### config.mk
export PLATFORM = sky130hd
export DESIGN_NAME = falafel_lsu_flat
export DESIGN_NICKNAME = d
export VERILOG_FILES = /design/src/rtl/falafel_lsu_if.sv /design/src/rtl/falafel_lsu.sv /design/src/flat_wrapper.sv
export SDC_FILE = /design/constraint.sdc
export NUM_CORES = 1
export LEC_CHECK = 0
export CELL_PAD_IN_SITES_DETAIL_PLACEMENT = 0
export CELL_PAD_IN_SITES_GLOBAL_PLACEMENT = 1
export CORE_ASPECT_RATIO = 0.7
export CORE_MARGIN = 2
export CORE_UTILIZATION = 34
export DETAILED_ROUTE_END_ITERATION = 8
export GPL_TIMING_DRIVEN = 1
export PLACE_DENSITY_LB_ADDON = 0.3
export SLEW_MARGIN = 15
export SYNTH_ARGS = -nofsm -noshare
export SYNTH_HDL_FRONTEND = slang
export SYNTH_SLANG_ARGS = --single-unit
### constraint.sdc
create_clock -name clk_i -period 4.2 [get_ports clk_i]
set_input_delay 0.42 -clock clk_i [delete_from_list [all_inputs] [get_ports clk_i]]
set_output_delay 0.42 -clock clk_i [all_outputs]
set_load 0.05 [all_outputs]
### src/rtl/falafel_lsu_if.sv
// Header-request channel and memory port of the falafel load/store unit.
// The slave modport is the LSU's view; the master modport is the view of
// the allocator plus memory environment that surrounds it.
// lsu_op encoding: 0 LOCK, 1 UNLOCK, 2 LOAD, 3 UPDATE, 4 ALLOC_INSERT,
// 5 FREE_INSERT, 6 DELETE, 7 unused (answered without memory traffic).
interface falafel_lsu_if;

    typedef struct packed {
        logic [63:0] addr;
        logic [63:0] size;
        logic [63:0] next_addr;
    } header_data_t;

    typedef struct packed {
        header_data_t header_data;
        logic         val;
        logic [2:0]   lsu_op;
    } header_data_req_t;

    typedef struct packed {
        header_data_t header_data;
        logic         val;
    } header_data_rsp_t;

    header_data_req_t req_i;
    logic             req_ready_o;
    header_data_rsp_t rsp_o;
    logic             rsp_ready_i;

    logic             mem_req_o;
    logic             mem_gnt_i;
    logic             mem_we_o;
    logic [63:0]      mem_addr_o;
    logic [63:0]      mem_wdata_o;
    logic             mem_rvalid_i;
    logic [63:0]      mem_rdata_i;

    modport slave (
        input  req_i, rsp_ready_i, mem_gnt_i, mem_rvalid_i, mem_rdata_i,
        output req_ready_o, rsp_o, mem_req_o, mem_we_o, mem_addr_o, mem_wdata_o
    );

    modport master (
        output req_i, rsp_ready_i, mem_gnt_i, mem_rvalid_i, mem_rdata_i,
        input  req_ready_o, rsp_o, mem_req_o, mem_we_o, mem_addr_o, mem_wdata_o
    );

endinterface

### src/rtl/falafel_lsu.sv
// falafel_lsu: turns one header operation at a time into a short sequence of
// 64-bit word transactions on a single-outstanding memory port and answers
// with one response. All outputs are registered and derived from the next
// state, so they line up with the state register.
module falafel_lsu #(
    parameter logic [63:0] LOCK_ADDR   = 64'h0,
    parameter logic [63:0] NEXT_OFFSET = 64'd8
) (
    input  logic         clk_i,
    input  logic         rst_ni,
    falafel_lsu_if.slave bus
);

    localparam logic [2:0] OP_LOCK         = 3'd0;
    localparam logic [2:0] OP_UNLOCK       = 3'd1;
    localparam logic [2:0] OP_LOAD         = 3'd2;
    localparam logic [2:0] OP_UPDATE       = 3'd3;
    localparam logic [2:0] OP_ALLOC_INSERT = 3'd4;
    localparam logic [2:0] OP_FREE_INSERT  = 3'd5;
    localparam logic [2:0] OP_DELETE       = 3'd6;

    typedef enum logic [1:0] {
        ST_IDLE  = 2'd0,
        ST_ISSUE = 2'd1,
        ST_WAIT  = 2'd2,
        ST_RESP  = 2'd3
    } state_e;

    // Number of word transactions an op needs (LOCK counts read + final write;
    // its spin re-reads do not advance the word index).
    function automatic logic [1:0] fn_words(input logic [2:0] op);
        case (op)
            OP_LOCK, OP_LOAD, OP_UPDATE, OP_FREE_INSERT: fn_words = 2'd2;
            OP_UNLOCK, OP_ALLOC_INSERT, OP_DELETE:       fn_words = 2'd1;
            default:                                     fn_words = 2'd0;
        endcase
    endfunction

    state_e      r_state, w_state_nxt;
    logic        r_idx, w_idx_nxt;

    logic [2:0]  r_op, w_op_nxt;
    logic [63:0] r_addr, w_addr_nxt;
    logic [63:0] r_size, w_size_nxt;
    logic [63:0] r_next, w_next_nxt;

    logic        w_mem_we;
    logic [63:0] w_mem_addr;
    logic [63:0] w_mem_wdata;

    logic        r_req_ready;
    logic        r_mem_req;
    logic        r_mem_we;
    logic [63:0] r_mem_addr;
    logic [63:0] r_mem_wdata;
    logic        r_rsp_val;
    logic [63:0] r_rsp_addr;
    logic [63:0] r_rsp_size;
    logic [63:0] r_rsp_next;

    logic        w_accept;
    logic        w_word_done;
    logic        w_lock_spin;
    logic        w_last_word;

    assign w_accept    = (r_state == ST_IDLE) && bus.req_i.val;
    assign w_word_done = (r_state == ST_WAIT) && bus.mem_rvalid_i;
    // A busy lock word sends LOCK back to re-read the same word.
    assign w_lock_spin = (r_op == OP_LOCK) && (r_idx == 1'b0) && (bus.mem_rdata_i != 64'd0);
    assign w_last_word = r_idx || (fn_words(r_op) == 2'd1);

    // State register: sequence position and word index.
    always_ff @(posedge clk_i or negedge rst_ni) begin
        if (!rst_ni) begin
            r_state <= ST_IDLE;
            r_idx   <= 1'b0;
        end else begin
            r_state <= w_state_nxt;
            r_idx   <= w_idx_nxt;
        end
    end

    // Next-state logic: accept, hold until grant, wait for completion, respond.
    always_comb begin
        w_state_nxt = r_state;
        w_idx_nxt   = r_idx;
        case (r_state)
            ST_IDLE: begin
                if (bus.req_i.val) begin
                    w_idx_nxt = 1'b0;
                    if (fn_words(bus.req_i.lsu_op) != 2'd0) begin
                        w_state_nxt = ST_ISSUE;
                    end else begin
                        w_state_nxt = ST_RESP;
                    end
                end else begin
                    w_state_nxt = ST_IDLE;
                end
            end
            ST_ISSUE: begin
                if (bus.mem_gnt_i) begin
                    w_state_nxt = ST_WAIT;
                end else begin
                    w_state_nxt = ST_ISSUE;
                end
            end
            ST_WAIT: begin
                if (bus.mem_rvalid_i) begin
                    if (w_lock_spin) begin
                        w_state_nxt = ST_ISSUE;
                        w_idx_nxt   = 1'b0;
                    end else if (w_last_word) begin
                        w_state_nxt = ST_RESP;
                    end else begin
                        w_state_nxt = ST_ISSUE;
                        w_idx_nxt   = 1'b1;
                    end
                end else begin
                    w_state_nxt = ST_WAIT;
                end
            end
            ST_RESP: begin
                if (bus.rsp_ready_i) begin
                    w_state_nxt = ST_IDLE;
                end else begin
                    w_state_nxt = ST_RESP;
                end
            end
            default: begin
                w_state_nxt = ST_IDLE;
                w_idx_nxt   = 1'b0;
            end
        endcase
    end

    // Next value of the latched request; LOAD overwrites size/next with read data
    // so the response can be taken straight from these registers.
    always_comb begin
        w_op_nxt   = r_op;
        w_addr_nxt = r_addr;
        w_size_nxt = r_size;
        w_next_nxt = r_next;
        if (w_accept) begin
            w_op_nxt   = bus.req_i.lsu_op;
            w_addr_nxt = bus.req_i.header_data.addr;
            w_size_nxt = bus.req_i.header_data.size;
            w_next_nxt = bus.req_i.header_data.next_addr;
        end else if (w_word_done && (r_op == OP_LOAD)) begin
            if (r_idx) begin
                w_next_nxt = bus.mem_rdata_i;
            end else begin
                w_size_nxt = bus.mem_rdata_i;
            end
        end else begin
            w_op_nxt = r_op;
        end
    end

    // Request latch register.
    always_ff @(posedge clk_i or negedge rst_ni) begin
        if (!rst_ni) begin
            r_op   <= 3'd0;
            r_addr <= 64'd0;
            r_size <= 64'd0;
            r_next <= 64'd0;
        end else begin
            r_op   <= w_op_nxt;
            r_addr <= w_addr_nxt;
            r_size <= w_size_nxt;
            r_next <= w_next_nxt;
        end
    end

    // Output logic: the word transaction selected by op and word index.
    always_comb begin
        w_mem_we    = 1'b0;
        w_mem_addr  = 64'd0;
        w_mem_wdata = 64'd0;
        case (w_op_nxt)
            OP_LOCK: begin
                w_mem_we    = w_idx_nxt;
                w_mem_addr  = LOCK_ADDR;
                w_mem_wdata = w_idx_nxt ? 64'd1 : 64'd0;
            end
            OP_UNLOCK: begin
                w_mem_we    = 1'b1;
                w_mem_addr  = LOCK_ADDR;
                w_mem_wdata = 64'd0;
            end
            OP_LOAD: begin
                w_mem_we    = 1'b0;
                w_mem_addr  = w_idx_nxt ? (w_addr_nxt + NEXT_OFFSET) : w_addr_nxt;
                w_mem_wdata = 64'd0;
            end
            OP_UPDATE, OP_FREE_INSERT: begin
                w_mem_we    = 1'b1;
                w_mem_addr  = w_idx_nxt ? (w_addr_nxt + NEXT_OFFSET) : w_addr_nxt;
                w_mem_wdata = w_idx_nxt ? w_next_nxt : w_size_nxt;
            end
            OP_ALLOC_INSERT: begin
                w_mem_we    = 1'b1;
                w_mem_addr  = w_addr_nxt;
                w_mem_wdata = w_size_nxt;
            end
            OP_DELETE: begin
                w_mem_we    = 1'b1;
                w_mem_addr  = w_addr_nxt + NEXT_OFFSET;
                w_mem_wdata = w_next_nxt;
            end
            default: begin
                w_mem_we    = 1'b0;
                w_mem_addr  = 64'd0;
                w_mem_wdata = 64'd0;
            end
        endcase
    end

    // Output register: everything is zero outside its owning state.
    always_ff @(posedge clk_i or negedge rst_ni) begin
        if (!rst_ni) begin
            r_req_ready <= 1'b1;
            r_mem_req   <= 1'b0;
            r_mem_we    <= 1'b0;
            r_mem_addr  <= 64'd0;
            r_mem_wdata <= 64'd0;
            r_rsp_val   <= 1'b0;
            r_rsp_addr  <= 64'd0;
            r_rsp_size  <= 64'd0;
            r_rsp_next  <= 64'd0;
        end else begin
            r_req_ready <= (w_state_nxt == ST_IDLE);
            r_mem_req   <= (w_state_nxt == ST_ISSUE);
            r_mem_we    <= (w_state_nxt == ST_ISSUE) ? w_mem_we    : 1'b0;
            r_mem_addr  <= (w_state_nxt == ST_ISSUE) ? w_mem_addr  : 64'd0;
            r_mem_wdata <= (w_state_nxt == ST_ISSUE) ? w_mem_wdata : 64'd0;
            r_rsp_val   <= (w_state_nxt == ST_RESP);
            r_rsp_addr  <= (w_state_nxt == ST_RESP) ? w_addr_nxt : 64'd0;
            r_rsp_size  <= (w_state_nxt == ST_RESP) ? w_size_nxt : 64'd0;
            r_rsp_next  <= (w_state_nxt == ST_RESP) ? w_next_nxt : 64'd0;
        end
    end

    assign bus.req_ready_o                 = r_req_ready;
    assign bus.mem_req_o                   = r_mem_req;
    assign bus.mem_we_o                    = r_mem_we;
    assign bus.mem_addr_o                  = r_mem_addr;
    assign bus.mem_wdata_o                 = r_mem_wdata;
    assign bus.rsp_o.val                   = r_rsp_val;
    assign bus.rsp_o.header_data.addr      = r_rsp_addr;
    assign bus.rsp_o.header_data.size      = r_rsp_size;
    assign bus.rsp_o.header_data.next_addr = r_rsp_next;

endmodule

### src/flat_wrapper.sv
// flat-port wrapper written by rule: the top's interface ports become plain ports
module falafel_lsu_flat 
#(
    parameter logic [63:0] LOCK_ADDR   = 64'h0,
    parameter logic [63:0] NEXT_OFFSET = 64'd8
)
  (clk_i, rst_ni, bus_req_i, bus_rsp_ready_i, bus_mem_gnt_i, bus_mem_rvalid_i, bus_mem_rdata_i, bus_req_ready_o, bus_rsp_o, bus_mem_req_o, bus_mem_we_o, bus_mem_addr_o, bus_mem_wdata_o);
  falafel_lsu_if bus_i ();
  input  logic clk_i;
  input  logic rst_ni;
  input wire logic [$bits(bus_i.req_i)-1:0] bus_req_i;
  input wire logic [$bits(bus_i.rsp_ready_i)-1:0] bus_rsp_ready_i;
  input wire logic [$bits(bus_i.mem_gnt_i)-1:0] bus_mem_gnt_i;
  input wire logic [$bits(bus_i.mem_rvalid_i)-1:0] bus_mem_rvalid_i;
  input wire logic [$bits(bus_i.mem_rdata_i)-1:0] bus_mem_rdata_i;
  output wire logic [$bits(bus_i.req_ready_o)-1:0] bus_req_ready_o;
  output wire logic [$bits(bus_i.rsp_o)-1:0] bus_rsp_o;
  output wire logic [$bits(bus_i.mem_req_o)-1:0] bus_mem_req_o;
  output wire logic [$bits(bus_i.mem_we_o)-1:0] bus_mem_we_o;
  output wire logic [$bits(bus_i.mem_addr_o)-1:0] bus_mem_addr_o;
  output wire logic [$bits(bus_i.mem_wdata_o)-1:0] bus_mem_wdata_o;
  assign bus_i.req_i = bus_req_i;
  assign bus_i.rsp_ready_i = bus_rsp_ready_i;
  assign bus_i.mem_gnt_i = bus_mem_gnt_i;
  assign bus_i.mem_rvalid_i = bus_mem_rvalid_i;
  assign bus_i.mem_rdata_i = bus_mem_rdata_i;
  assign bus_req_ready_o = bus_i.req_ready_o;
  assign bus_rsp_o = bus_i.rsp_o;
  assign bus_mem_req_o = bus_i.mem_req_o;
  assign bus_mem_we_o = bus_i.mem_we_o;
  assign bus_mem_addr_o = bus_i.mem_addr_o;
  assign bus_mem_wdata_o = bus_i.mem_wdata_o;
  falafel_lsu #(.LOCK_ADDR(LOCK_ADDR), .NEXT_OFFSET(NEXT_OFFSET)) u_core (.clk_i(clk_i), .rst_ni(rst_ni), .bus(bus_i));
endmodule
==> qor.csv <==
stage;metric;value;unit
hold_path;hold endpoint;u_core.r_size[12]$_DFF_PN0_;
die;num ports;589;
synth;sequential area share after synthesis;0.598;
cts;clock root buffer;clkbuf_16;
die;Die ar.;0.0664;mm²
timing;Peak Freq;280;MHz
die;Initial Utilization;0.345;
hold_path;HP Start;bus_req_i[80];
timing;Final min period;3570;ps
power_and_ir_drop;overall power;0.0247;W
synth;Synth Area in Compound Gates;0.110;
place;Port Buffers;588;
timing;Worst slew margin;0.357;
cts;CTS tree;done;
grt;largest net degree at the start of global routing;200;
grt;global-route track usage on met1;0.336;
power_and_ir_drop;Logic pwr share;0.488;
synth;Post-synth EDFFs;0;
synth;largest family of logic cells by synthesized area;simple AND/OR/NAND/NOR gates;
critical_path;WP data required;4670;ps
route;residual DRC count;0;
synth;Net Count, Synth;2260;
timing;setup TNS;0;ps
power_and_ir_drop;Net Sw Power;0.0112;W
grt;met3 Use GR;0.0641;
power_and_ir_drop;Lkg Pwr;13.4;nW
synth;FFs w/ async S/R, synth;1.00;
synth;area share of xor/xnor cells in the synthesized design;0.00200;
timing;Worst Max-Slew Pin Slew;956;ps
route;drt via density;5.18;
grt;M2 GR Usage;0.352;
power_and_ir_drop;Peak VDD IR;0.000416;V
timing;final hold vios;0;
place;DP HPWL;57200;µm
cts;cts repair resizes;0;
critical_path;crit start category;flip-flop;
power_and_ir_drop;switch share;0.454;
critical_path;r2r startpoint;u_core.r_state[1]$_DFF_PN0_;
cts;worst-skew pair later-pin latency;610;ps
critical_path;R2R depth;12;
synth;Syn Std Cell Area;0.0219;mm²
synth;most common cell in the netlist;dfrtp_1;
power_and_ir_drop;clock group share of total power;0.195;
final_layout;layout cells sized above 1;0.0654;
synth;Synth Register Bits;522;
synth;Primary FF master, synth;dfrtp_1;
route;Routed WL per cell;23.0;µm
die;Row Count;77;
power_and_ir_drop;Power Density;804;mW/mm²
synth;Post-Synthesis Mean Instance Area;11.0;µm²
final_layout;# nets final;2839;
grt;most used routing layer;met2;
cts;CTS max path bufs;3;
route;final wirelength;79500;µm
final_layout;fin util;0.484;
grt;gr usage total;0.236;
die;core area;0.0634;mm²
cts;# clock sinks;522;
timing;Max Clock Skew;16.9;ps
final_layout;synth-to-layout area growth;40.3;%
synth;dominant cells by area after synthesis;dfrtp_1 (60%), mux2i_1 (8.6%), nand2_1 (4.3%);
job;MaxCap Viol Count;0;
final_layout;Fillers;5797;
route;vias;17900;
timing;# setup viols final;0;
synth;Syn Inst Count;1994;
cts;Clock Pin Slew Worst Setup and Hold Paths;60;ps
synth;Synth Area in Adders;0.000573;
hold_path;WHS Path Cells;3;
grt;first-pass GRT wire length;119000;µm
status;status;complete, no violations;
power_and_ir_drop;Flop pwr share;0.317;
timing;RSZ-0062 raised after global routing;false;
timing;Hold WS;431;ps
route;drt pass-1 iters;5;
critical_path;Reg2Reg Capture Point;u_core.bus.mem_addr_o[53]$_DFF_PN0_;
die;Die W;307;µm
place;gpl congestion;0.898;
power_and_ir_drop;P_int;0.0135;W
synth;synth warn;0;
critical_path;CP Capture Type;flip-flop;
cts;H-tree Lvls;2;
cts;CTS Buf Count;53;
critical_path;crit-path max FO;14;
critical_path;critical path type;reg -> reg;
synth;top-area cell type share of the netlist area;0.597;
critical_path;setup slack, reg-to-reg;630;ps
die;die extent in y;216;µm
grt;vias in the first global route;18500;
synth;simple-gate share of the synthesized area;0.166;
synth;most frequent cells after synthesis;dfrtp_1 (521), nand2_1 (248), mux2i_1 (187);
grt;total grt overflow;0;
timing;Final Cycle Share;0.851;
timing;Final Max Slew Viols;0;
hold_path;Worst Hold Class;in -> reg;
synth;cell accounting for the most synthesized area;dfrtp_1;
route;post-route ant nets;0;
synth;mux cell area share after synthesis;0.0884;
synth;synth unique cells;74;
critical_path;Worst Path Arrival;4040;ps
route;DR iter-0 viols;1335;
grt;antenna violations before repair;13;
-- kinds of logic (layout without fill, tap and decap cells) --
kind of cell    Yosys count  count (layout)
buf+inv                 183             803
other cells               0              11
mux                     190             190
compound gates          371             371
xor+xnor                  5               5
fa+ha+maj                 1               1
simple gates            722             722
flops                   522             522
-- per-stage QoR --
stage,setup WS [ps],instances,cell area (µm²)
after floorplan,258,1994,21900
after global placement,276,3346,28900
after detailed placement,212,3346,28900
after CTS,677,3443,30600
after global routing,402,3451,30700
final,626,3454,30700
-- power by group through the flow --
stage / registers (W) / clock network [W] / logic (W)
finish: 0.00782 / 0.00481 / 0.0120
global route: 0.00799 / 0.00513 / 0.0128
detailed placement: 0.00788 / 0 / 0.0120
CTS: 0.00782 / 0.00493 / 0.0120
global placement: 0.00785 / 0 / 0.0119
floorplan: 0.0111 / 0 / 0.00415
-- placed cells by master (no fill, tap or decap), types with 45 or more instances in the layout --
master / instances
nand3_1: 61
nand2_1: 247
a22o_1: 63
nor2_1: 113
a21oi_1: 45
clkbuf_16: 54
mux2i_1: 187
dfrtp_1: 521
nor2b_1: 132
buf_4: 48
clkdlybuf4s50_1: 587
o21ai_0: 168
inv_1: 58
-- layer usage --
| metal | vias to the layer above | routed length [µm] |
|---|---|---|
| li1 | 8114 | - |
| met1 | 9021 | 36300 |
| met2 | 655 | 34900 |
| met5 | - | 13 |
| met4 | 2 | 2150 |
| met3 | 111 | 6150 |
-- critical path, cell delays in order (launching register included) --
cell and delay, ps:
dfrtp_1 600, or3b_4 370, nand2_1 100, nand2_1 140, ha_1 260, nand2_1 100
nor4_1 390, o22ai_2 250, buf_4 220, or2_2 330, nor4_1 420, o21a_1 170
o21ai_0 70
-- timing repair --
action | CTS | global route
hold buffers | 1 | 0
endpoints found under the hold margin | 104 | 0
setup buffers | 0 | 0
-- layout make-up --
type	count	area (µm²)	share of cell area
clock inverter	17	205	0.00669
multi-input combinational	1289	8060	0.263
antenna	11	27.5	0.000898
inverter	58	218	0.00710
clock buffer	79	1550	0.0504
timing repair buffer	649	6500	0.212
tap	829	1040	0.0338
sequential	522	13100	0.426
-- sequential cells by signal, indices dropped and copies added (netlist names) --
signal / flops
u_core.bus.mem_addr_o: 64
u_core.bus.mem_wdata_o: 64
u_core.r_addr: 64
u_core.r_next: 64
u_core.r_rsp_addr: 64
u_core.r_rsp_next: 64
u_core.r_rsp_size: 64
u_core.r_size: 64
u_core.r_op: 3
u_core.r_state: 2
u_core.bus.mem_req_o: 1
u_core.bus.mem_we_o: 1
u_core.bus.req_ready_o: 1
u_core.r_idx: 1
u_core.r_rsp_val: 1
-- worst max path at each step --
stage | startpoint | end | slack, ps | cells past startpoint
floorplan | u_core.r_state[1]$_DFF_PN0_ | u_core.bus.mem_addr_o[23]$_DFF_PN0_ | 260 | 16
global placement | bus_req_i[3] | u_core.bus.mem_addr_o[62]$_DFF_PN0_ | 280 | 11
detailed placement | bus_req_i[3] | u_core.bus.mem_addr_o[53]$_DFF_PN0_ | 210 | 13
CTS | u_core.r_state[1]$_DFF_PN0_ | u_core.bus.mem_addr_o[53]$_DFF_PN0_ | 680 | 12
global route | u_core.r_state[1]$_DFF_PN0_ | u_core.bus.mem_addr_o[63]$_DFF_PN0_ | 400 | 13
finish | u_core.r_state[1]$_DFF_PN0_ | u_core.bus.mem_addr_o[53]$_DFF_PN0_ | 630 | 12
Note: power is estimated with default switching activity, not from simulation.
